File: src/rtl/cache_fill_ctrl_if.sv
// Cache fill controller bus bundle.
// Cache request side, memory port and fill/stall returns.
interface cache_fill_ctrl_if #(
    parameter int ADDR_W = 16,
    parameter int DATA_W = 16,
    parameter int BURST  = 8
);
    localparam int WW = $clog2(BURST);

    logic              i_miss;
    logic [ADDR_W-1:0] i_miss_addr;
    logic              d_miss;
    logic [ADDR_W-1:0] d_miss_addr;
    logic              d_store;
    logic [ADDR_W-1:0] d_store_addr;
    logic [DATA_W-1:0] d_store_data;

    logic              mem_en;
    logic              mem_wr;
    logic [ADDR_W-1:0] mem_addr;
    logic [DATA_W-1:0] mem_wdata;
    logic [DATA_W-1:0] mem_rdata;
    logic              mem_rvalid;

    logic              fill_i_wen;
    logic              fill_d_wen;
    logic [WW-1:0]     fill_word;
    logic [DATA_W-1:0] fill_data;
    logic [ADDR_W-1:0] fill_addr;
    logic              fill_done_i;
    logic              fill_done_d;
    logic              d_store_ack;
    logic              i_stall;
    logic              d_stall;

    modport master (
        input  i_miss, i_miss_addr, d_miss, d_miss_addr,
        input  d_store, d_store_addr, d_store_data,
        input  mem_rdata, mem_rvalid,
        output mem_en, mem_wr, mem_addr, mem_wdata,
        output fill_i_wen, fill_d_wen, fill_word, fill_data,
        output fill_addr, fill_done_i, fill_done_d,
        output d_store_ack, i_stall, d_stall
    );

    modport slave (
        output i_miss, i_miss_addr, d_miss, d_miss_addr,
        output d_store, d_store_addr, d_store_data,
        output mem_rdata, mem_rvalid,
        input  mem_en, mem_wr, mem_addr, mem_wdata,
        input  fill_i_wen, fill_d_wen, fill_word, fill_data,
        input  fill_addr, fill_done_i, fill_done_d,
        input  d_store_ack, i_stall, d_stall
    );
endinterface

File: src/rtl/cache_fill_ctrl.sv
// Miss sequencer and memory arbiter for the I/D caches.
// Burst block fills plus single-beat write-through stores.
module cache_fill_ctrl #(
    parameter int ADDR_W = 16,
    parameter int DATA_W = 16,
    parameter int BURST  = 8
) (
    input  logic                clk,
    input  logic                rst,
    cache_fill_ctrl_if.master   bus
);
    localparam int WW = $clog2(BURST);
    localparam logic [ADDR_W-1:0] BMASK = ~ADDR_W'(2 * BURST - 1);

    typedef enum logic [1:0] {IDLE, STORE, FILL} state_t;

    state_t            state_q, state_d;
    logic [WW:0]       req_cnt_q, req_cnt_d;
    logic [WW-1:0]     rsp_cnt_q, rsp_cnt_d;
    logic [ADDR_W-1:0] base_q, base_d;
    logic [ADDR_W-1:0] st_addr_q, st_addr_d;
    logic [DATA_W-1:0] st_data_q, st_data_d;
    logic              tgt_d_q, tgt_d_d;

    // State and latched request registers
    always_ff @(posedge clk) begin
        if (rst) begin
            state_q   <= IDLE;
            req_cnt_q <= '0;
            rsp_cnt_q <= '0;
            base_q    <= '0;
            st_addr_q <= '0;
            st_data_q <= '0;
            tgt_d_q   <= 1'b0;
        end else begin
            state_q   <= state_d;
            req_cnt_q <= req_cnt_d;
            rsp_cnt_q <= rsp_cnt_d;
            base_q    <= base_d;
            st_addr_q <= st_addr_d;
            st_data_q <= st_data_d;
            tgt_d_q   <= tgt_d_d;
        end
    end

    // Arbitration, burst issue and fill return steering
    always_comb begin
        state_d         = state_q;
        req_cnt_d       = req_cnt_q;
        rsp_cnt_d       = rsp_cnt_q;
        base_d          = base_q;
        st_addr_d       = st_addr_q;
        st_data_d       = st_data_q;
        tgt_d_d         = tgt_d_q;
        bus.mem_en      = 1'b0;
        bus.mem_wr      = 1'b0;
        bus.mem_addr    = '0;
        bus.mem_wdata   = '0;
        bus.fill_i_wen  = 1'b0;
        bus.fill_d_wen  = 1'b0;
        bus.fill_word   = rsp_cnt_q;
        bus.fill_data   = bus.mem_rdata;
        bus.fill_addr   = base_q;
        bus.fill_done_i = 1'b0;
        bus.fill_done_d = 1'b0;
        bus.d_store_ack = 1'b0;

        unique case (state_q)
            IDLE: begin
                if (bus.d_store) begin
                    st_addr_d = bus.d_store_addr;
                    st_data_d = bus.d_store_data;
                    state_d   = STORE;
                end else if (bus.d_miss) begin
                    base_d  = bus.d_miss_addr & BMASK;
                    tgt_d_d = 1'b1;
                    state_d = FILL;
                end else if (bus.i_miss) begin
                    base_d  = bus.i_miss_addr & BMASK;
                    tgt_d_d = 1'b0;
                    state_d = FILL;
                end
            end
            STORE: begin
                bus.mem_en      = 1'b1;
                bus.mem_wr      = 1'b1;
                bus.mem_addr    = st_addr_q;
                bus.mem_wdata   = st_data_q;
                bus.d_store_ack = 1'b1;
                state_d         = IDLE;
            end
            FILL: begin
                if (req_cnt_q < (WW + 1)'(BURST)) begin
                    bus.mem_en   = 1'b1;
                    bus.mem_addr = base_q
                                 + ADDR_W'({req_cnt_q[WW-1:0], 1'b0});
                    req_cnt_d    = req_cnt_q + 1'b1;
                end
                if (bus.mem_rvalid) begin
                    bus.fill_i_wen = ~tgt_d_q;
                    bus.fill_d_wen = tgt_d_q;
                    rsp_cnt_d      = rsp_cnt_q + 1'b1;
                    if (rsp_cnt_q == WW'(BURST - 1)) begin
                        bus.fill_done_i = ~tgt_d_q;
                        bus.fill_done_d = tgt_d_q;
                        req_cnt_d       = '0;
                        rsp_cnt_d       = '0;
                        state_d         = IDLE;
                    end
                end
            end
            default: state_d = IDLE;
        endcase
    end

    // Stalls drop in the same cycle the request is satisfied
    assign bus.i_stall = bus.i_miss & ~bus.fill_done_i;
    assign bus.d_stall = (bus.d_miss & ~bus.fill_done_d)
                       | (bus.d_store & ~bus.d_store_ack);
endmodule
File: src/flat_wrapper.sv
// flat-port wrapper written by rule: the top's interface ports become plain ports
module cache_fill_ctrl_flat 
#(
    parameter int ADDR_W = 16,
    parameter int DATA_W = 16,
    parameter int BURST  = 8
)
  (clk, rst, bus_i_miss, bus_i_miss_addr, bus_d_miss, bus_d_miss_addr, bus_d_store, bus_d_store_addr, bus_d_store_data, bus_mem_rdata, bus_mem_rvalid, bus_mem_en, bus_mem_wr, bus_mem_addr, bus_mem_wdata, bus_fill_i_wen, bus_fill_d_wen, bus_fill_word, bus_fill_data, bus_fill_addr, bus_fill_done_i, bus_fill_done_d, bus_d_store_ack, bus_i_stall, bus_d_stall);
  cache_fill_ctrl_if #(.ADDR_W(ADDR_W), .DATA_W(DATA_W), .BURST(BURST)) bus_i ();
  input  logic clk;
  input  logic rst;
  input wire logic [$bits(bus_i.i_miss)-1:0] bus_i_miss;
  input wire logic [$bits(bus_i.i_miss_addr)-1:0] bus_i_miss_addr;
  input wire logic [$bits(bus_i.d_miss)-1:0] bus_d_miss;
  input wire logic [$bits(bus_i.d_miss_addr)-1:0] bus_d_miss_addr;
  input wire logic [$bits(bus_i.d_store)-1:0] bus_d_store;
  input wire logic [$bits(bus_i.d_store_addr)-1:0] bus_d_store_addr;
  input wire logic [$bits(bus_i.d_store_data)-1:0] bus_d_store_data;
  input wire logic [$bits(bus_i.mem_rdata)-1:0] bus_mem_rdata;
  input wire logic [$bits(bus_i.mem_rvalid)-1:0] bus_mem_rvalid;
  output wire logic [$bits(bus_i.mem_en)-1:0] bus_mem_en;
  output wire logic [$bits(bus_i.mem_wr)-1:0] bus_mem_wr;
  output wire logic [$bits(bus_i.mem_addr)-1:0] bus_mem_addr;
  output wire logic [$bits(bus_i.mem_wdata)-1:0] bus_mem_wdata;
  output wire logic [$bits(bus_i.fill_i_wen)-1:0] bus_fill_i_wen;
  output wire logic [$bits(bus_i.fill_d_wen)-1:0] bus_fill_d_wen;
  output wire logic [$bits(bus_i.fill_word)-1:0] bus_fill_word;
  output wire logic [$bits(bus_i.fill_data)-1:0] bus_fill_data;
  output wire logic [$bits(bus_i.fill_addr)-1:0] bus_fill_addr;
  output wire logic [$bits(bus_i.fill_done_i)-1:0] bus_fill_done_i;
  output wire logic [$bits(bus_i.fill_done_d)-1:0] bus_fill_done_d;
  output wire logic [$bits(bus_i.d_store_ack)-1:0] bus_d_store_ack;
  output wire logic [$bits(bus_i.i_stall)-1:0] bus_i_stall;
  output wire logic [$bits(bus_i.d_stall)-1:0] bus_d_stall;
  assign bus_i.i_miss = bus_i_miss;
  assign bus_i.i_miss_addr = bus_i_miss_addr;
  assign bus_i.d_miss = bus_d_miss;
  assign bus_i.d_miss_addr = bus_d_miss_addr;
  assign bus_i.d_store = bus_d_store;
  assign bus_i.d_store_addr = bus_d_store_addr;
  assign bus_i.d_store_data = bus_d_store_data;
  assign bus_i.mem_rdata = bus_mem_rdata;
  assign bus_i.mem_rvalid = bus_mem_rvalid;
  assign bus_mem_en = bus_i.mem_en;
  assign bus_mem_wr = bus_i.mem_wr;
  assign bus_mem_addr = bus_i.mem_addr;
  assign bus_mem_wdata = bus_i.mem_wdata;
  assign bus_fill_i_wen = bus_i.fill_i_wen;
  assign bus_fill_d_wen = bus_i.fill_d_wen;
  assign bus_fill_word = bus_i.fill_word;
  assign bus_fill_data = bus_i.fill_data;
  assign bus_fill_addr = bus_i.fill_addr;
  assign bus_fill_done_i = bus_i.fill_done_i;
  assign bus_fill_done_d = bus_i.fill_done_d;
  assign bus_d_store_ack = bus_i.d_store_ack;
  assign bus_i_stall = bus_i.i_stall;
  assign bus_d_stall = bus_i.d_stall;
  cache_fill_ctrl #(.ADDR_W(ADDR_W), .DATA_W(DATA_W), .BURST(BURST)) u_core (.clk(clk), .rst(rst), .bus(bus_i));
endmodule
File: config.mk
export PLATFORM = sky130hd
export DESIGN_NAME = cache_fill_ctrl_flat
export DESIGN_NICKNAME = d
export VERILOG_FILES = /design/src/rtl/cache_fill_ctrl_if.sv /design/src/rtl/cache_fill_ctrl.sv /design/src/flat_wrapper.sv
export SDC_FILE = /design/constraint.sdc
export NUM_CORES = 1
export LEC_CHECK = 0
export ABC_CLOCK_PERIOD_IN_PS = 2000
export BUFFER_PORTS_ARGS = -buffer_cell sky130_fd_sc_hd__buf_2
export CORE_UTILIZATION = 25
export CTS_CLUSTER_DIAMETER = 60
export DETAILED_ROUTE_END_ITERATION = 8
export PLACE_DENSITY = 0.48
export SLEW_MARGIN = 20
export SYNTH_ARGS = -nofsm -noshare
export SYNTH_HDL_FRONTEND = slang
export SYNTH_SLANG_ARGS = --single-unit
export TNS_END_PERCENT = 50
File: constraint.sdc
create_clock -name clk -period 2 [get_ports clk]
set_clock_uncertainty 0.15 [all_clocks]
set_input_delay 0.4 -clock clk [delete_from_list [all_inputs] [get_ports clk]]
set_output_delay 0.4 -clock clk [all_outputs]
set_load 0.01 [all_outputs]
==> impl_metrics.env <==
export IMPL_cts_tree="built"
export IMPL_wl_met2_um=3876
export IMPL_setup_viol=20
export IMPL_synth_largest_area_cell="dfxtp_1"
export IMPL_timing_rr_end="u_core.req_cnt_q[2]"
export IMPL_fin_nets=548
export IMPL_hold_class="input port to register"
export IMPL_critPathMaxFanout=9
export IMPL_clk_pin_slew_ns=0.11
export IMPL_clockBufferDepth=2
export IMPL_fmax_mhz=474.5
export IMPL_maxCapViolations=0
export IMPL_clk_root_buffer_cell="clkbuf_8"
export IMPL_ant_nets=0
export IMPL_drive_above_1_share_pct=44.84
export IMPL_synth_cell_type_count=36
export IMPL_grt_start_max_net_pins=33
export IMPL_gp_congestion=0.7225
export IMPL_coreArea_mm2=0.01089
export IMPL_fp_row_count=38
export IMPL_post_dp_hpwl_um=5637
export IMPL_antenna_found_initial=0
export IMPL_syn_area_per_cell_um2=8.117
export IMPL_drt_total_wl_um=7883
export IMPL_path_cells="inv_2 -> buf_4 -> ha_4 -> buf_6 -> nor2b_2 -> buf_2"
export IMPL_violations="setup timing"
export IMPL_synthToLayoutAreaGrowth_pct=37.72
export IMPL_startpoint_type="register"
export IMPL_synth_main_ff_cell="dfxtp_1"
export IMPL_outcome="complete, but fails checks"
export IMPL_highest_layer="met4"
export IMPL_cts_max_level=2
export IMPL_grt_pass1_vias=2519
export IMPL_critical_path_top_delay_family="buffers and inverters"
export IMPL_netlist_area_mm2=0.002816
export IMPL_peakVddDrop_mv=0.3023
export IMPL_rsz0062_at_grt="true"
export IMPL_period_needed_ns=2.107
export IMPL_p_per_area_mw_per_mm2=676.3
export IMPL_yosysWarnings=0
export IMPL_cts_made_buffers=5
export IMPL_drt_vias_per_instance=4.504
export IMPL_maxSlewViolCount=0
export IMPL_drc_errors=0
export IMPL_power_mw=2.623
export IMPL_drt_initial_drc_count=70
export IMPL_wl_met3_um=436
export IMPL_io_buffers=117
export IMPL_die_h_um=108.1
export IMPL_setup_ws_ns=-0.1074
export IMPL_utilization_pct=35.62
export IMPL_ios=162
export IMPL_hold_viol=0
export IMPL_cp_num_buf_inv=4
export IMPL_grt_pass1_wl_um=12300
export IMPL_drtPass1Iterations=4
export IMPL_r2r_start="u_core.state_q[0]"
export IMPL_fillers=1163
export IMPL_async_flop_share_pct=0
export IMPL_ys_seq_elements=54
export IMPL_holdPathEnd="u_core.st_addr_q[10]"
export IMPL_worst_hold_slack_ns=0.1601
export IMPL_die_area_mm2=0.01169
export IMPL_n_antenna_cell=0
export IMPL_r2r_cells=9
export IMPL_critPathMaxStageDelay_ns=0.35
export IMPL_fin_tns_setup_ns=-1.426
export IMPL_cpMaxStageDelayCell="dfxtp_2"
export IMPL_final_period_utilization_pct=105.4
export IMPL_wl_met1_um=3477
export IMPL_wl_per_cell_um=13.25
export IMPL_synthCells=347
export IMPL_p_leak_nw=1.730
export IMPL_synth_edff_count=0
export IMPL_r2r_slack_ns=0.38
export IMPL_vias=2680
export IMPL_ctsHoldBuffers=0
export IMPL_critical_path_arrival_ns=1.56
export IMPL_holdPathStages=3
export IMPL_worstHoldStart="bus_d_store_addr[10]"
export IMPL_critPathRequiredTime_ns=1.45
export IMPL_crit_type="register to primary output"
export IMPL_overflow=0
export IMPL_numClockSinks=54
export IMPL_grt_usage_pct=13.47
export IMPL_ys_seq_area_share_pct=38.38
export IMPL_ys_top_cells_by_area="dfxtp_1, nand2_1, a21oi_1"
export IMPL_synth_top_cell_area_share_pct=38.38
export IMPL_chipWidth_um=108.1
export IMPL_initial_utilization_pct=25.87
export IMPL_end_kind="primary output"
export IMPL_clock_latency_ns=0.31
-- worst register-to-register path: stages, from the launching register on --
cell	delay [ns]
dfxtp_2	0.35
inv_2	0.05
ha_4	0.15
buf_4	0.13
buf_8	0.13
clkbuf_2	0.13
buf_4	0.14
nand3b_1	0.09
xor2_1	0.15
nor2_1	0.06
-- report_power, final --
group          total [mW]  switching (mW)  internal, mW  leakage [nW]
Combinational       0.756           0.392         0.364          1.24
Clock               0.630           0.383         0.247        0.0441
Sequential           1.24          0.0684          1.17         0.445
Total                2.62           0.844          1.78          1.73
-- synthesized netlist by cell type (8+ instances only) --
cell and instances:
and2_1 17, buf_2 12, nor2b_1 18, dfxtp_1 54, clkbuf_1 10, ha_1 8, buf_4 21, nand2_1 73
a21oi_1 51, a211oi_2 10, mux2i_1 13, a22oi_1 15
-- worst max-delay path by stage --
stage | from | endpoint | slack [ns] | cells past startpoint
6_report | u_core.state_q[0] | bus_mem_addr[14] | -0.11 | 6
5_1_grt | u_core.state_q[0] | bus_mem_addr[11] | -0.20 | 7
4_1_cts | u_core.state_q[0] | bus_mem_addr[5] | -0.12 | 7
3_5_place_dp | u_core.state_q[0] | bus_mem_addr[5] | 0.08 | 7
3_3_place_gp | u_core.state_q[1] | bus_mem_addr[3] | 0.11 | 6
2_1_floorplan | u_core.state_q[1] | bus_mem_addr[14] | 0.12 | 6
-- per-stage QoR --
stage / setup WS (ns) / area [um^2] / std cells
floorplan: 0.1183 / 2828 / 350
global placement: 0.1068 / 3428 / 574
detailed placement: 0.08494 / 3428 / 574
CTS: -0.1207 / 3732 / 590
global route: -0.1976 / 3879 / 595
finish: -0.1074 / 3879 / 595
-- placed cells by master (no fill, tap or decap), types with 8 or more instances in the layout --
cell type	instances
a211oi_2	10
a21oi_1	51
a22oi_2	8
and2_1	15
buf_2	112
buf_4	19
buf_6	11
dfxtp_1	50
mux2i_1	13
nand2_1	71
nor2b_1	10
-- what timing repair did --
| item | CTS | global route |
|---|---|---|
| setup endpoints to repair | 40 | 38 |
| gates cloned | 1 | 0 |
| hold endpoints to repair | 0 | 0 |
| pin swaps | 5 | 4 |
| gates resized for setup | 39 | 24 |
| buffers inserted | 7 | 5 |
-- flip-flops by register name, summed over array words and instances (netlist names) --
name / flops
u_core.state_q: 2
u_core.req_cnt_q: 4
u_core.bus.fill_addr: 12
u_core.bus.fill_word: 3
u_core.st_data_q: 16
u_core.st_addr_q: 16
u_core.tgt_d_q: 1
-- kinds of logic after synthesis --
group | count (synthesis) | share of synthesized area [%]
simple gates | 128 | 21.46
compound gates | 87 | 20.35
buf+inv | 55 | 11.19
flops | 54 | 38.38
mux | 13 | 4.620
fa+ha+maj | 8 | 3.554
other cells | 1 | 0.1331
xor+xnor | 1 | 0.3110
-- layer usage --
| metal | vias to the layer above | track usage (%) |
|---|---|---|
| met5 | - | 0 |
| met3 | 10 | 3.014 |
| met2 | 85 | 22.84 |
| met1 | 1225 | 17.10 |
| li1 | 1360 | - |
| met4 | 0 | 3.523 |
-- final cells by class --
type,instances,area [um^2],share of cell area (%)
multi-input cells,241,1618,41.71
flip-flops and latches,54,1086,28.00
repair buffers,146,887.1,22.87
well taps,140,175.2,4.516
clock buffers,5,68.82,1.774
inverters,6,22.52,0.5806
clock inverters,3,21.27,0.5484
Note: power is estimated with default switching activity, not from simulation.
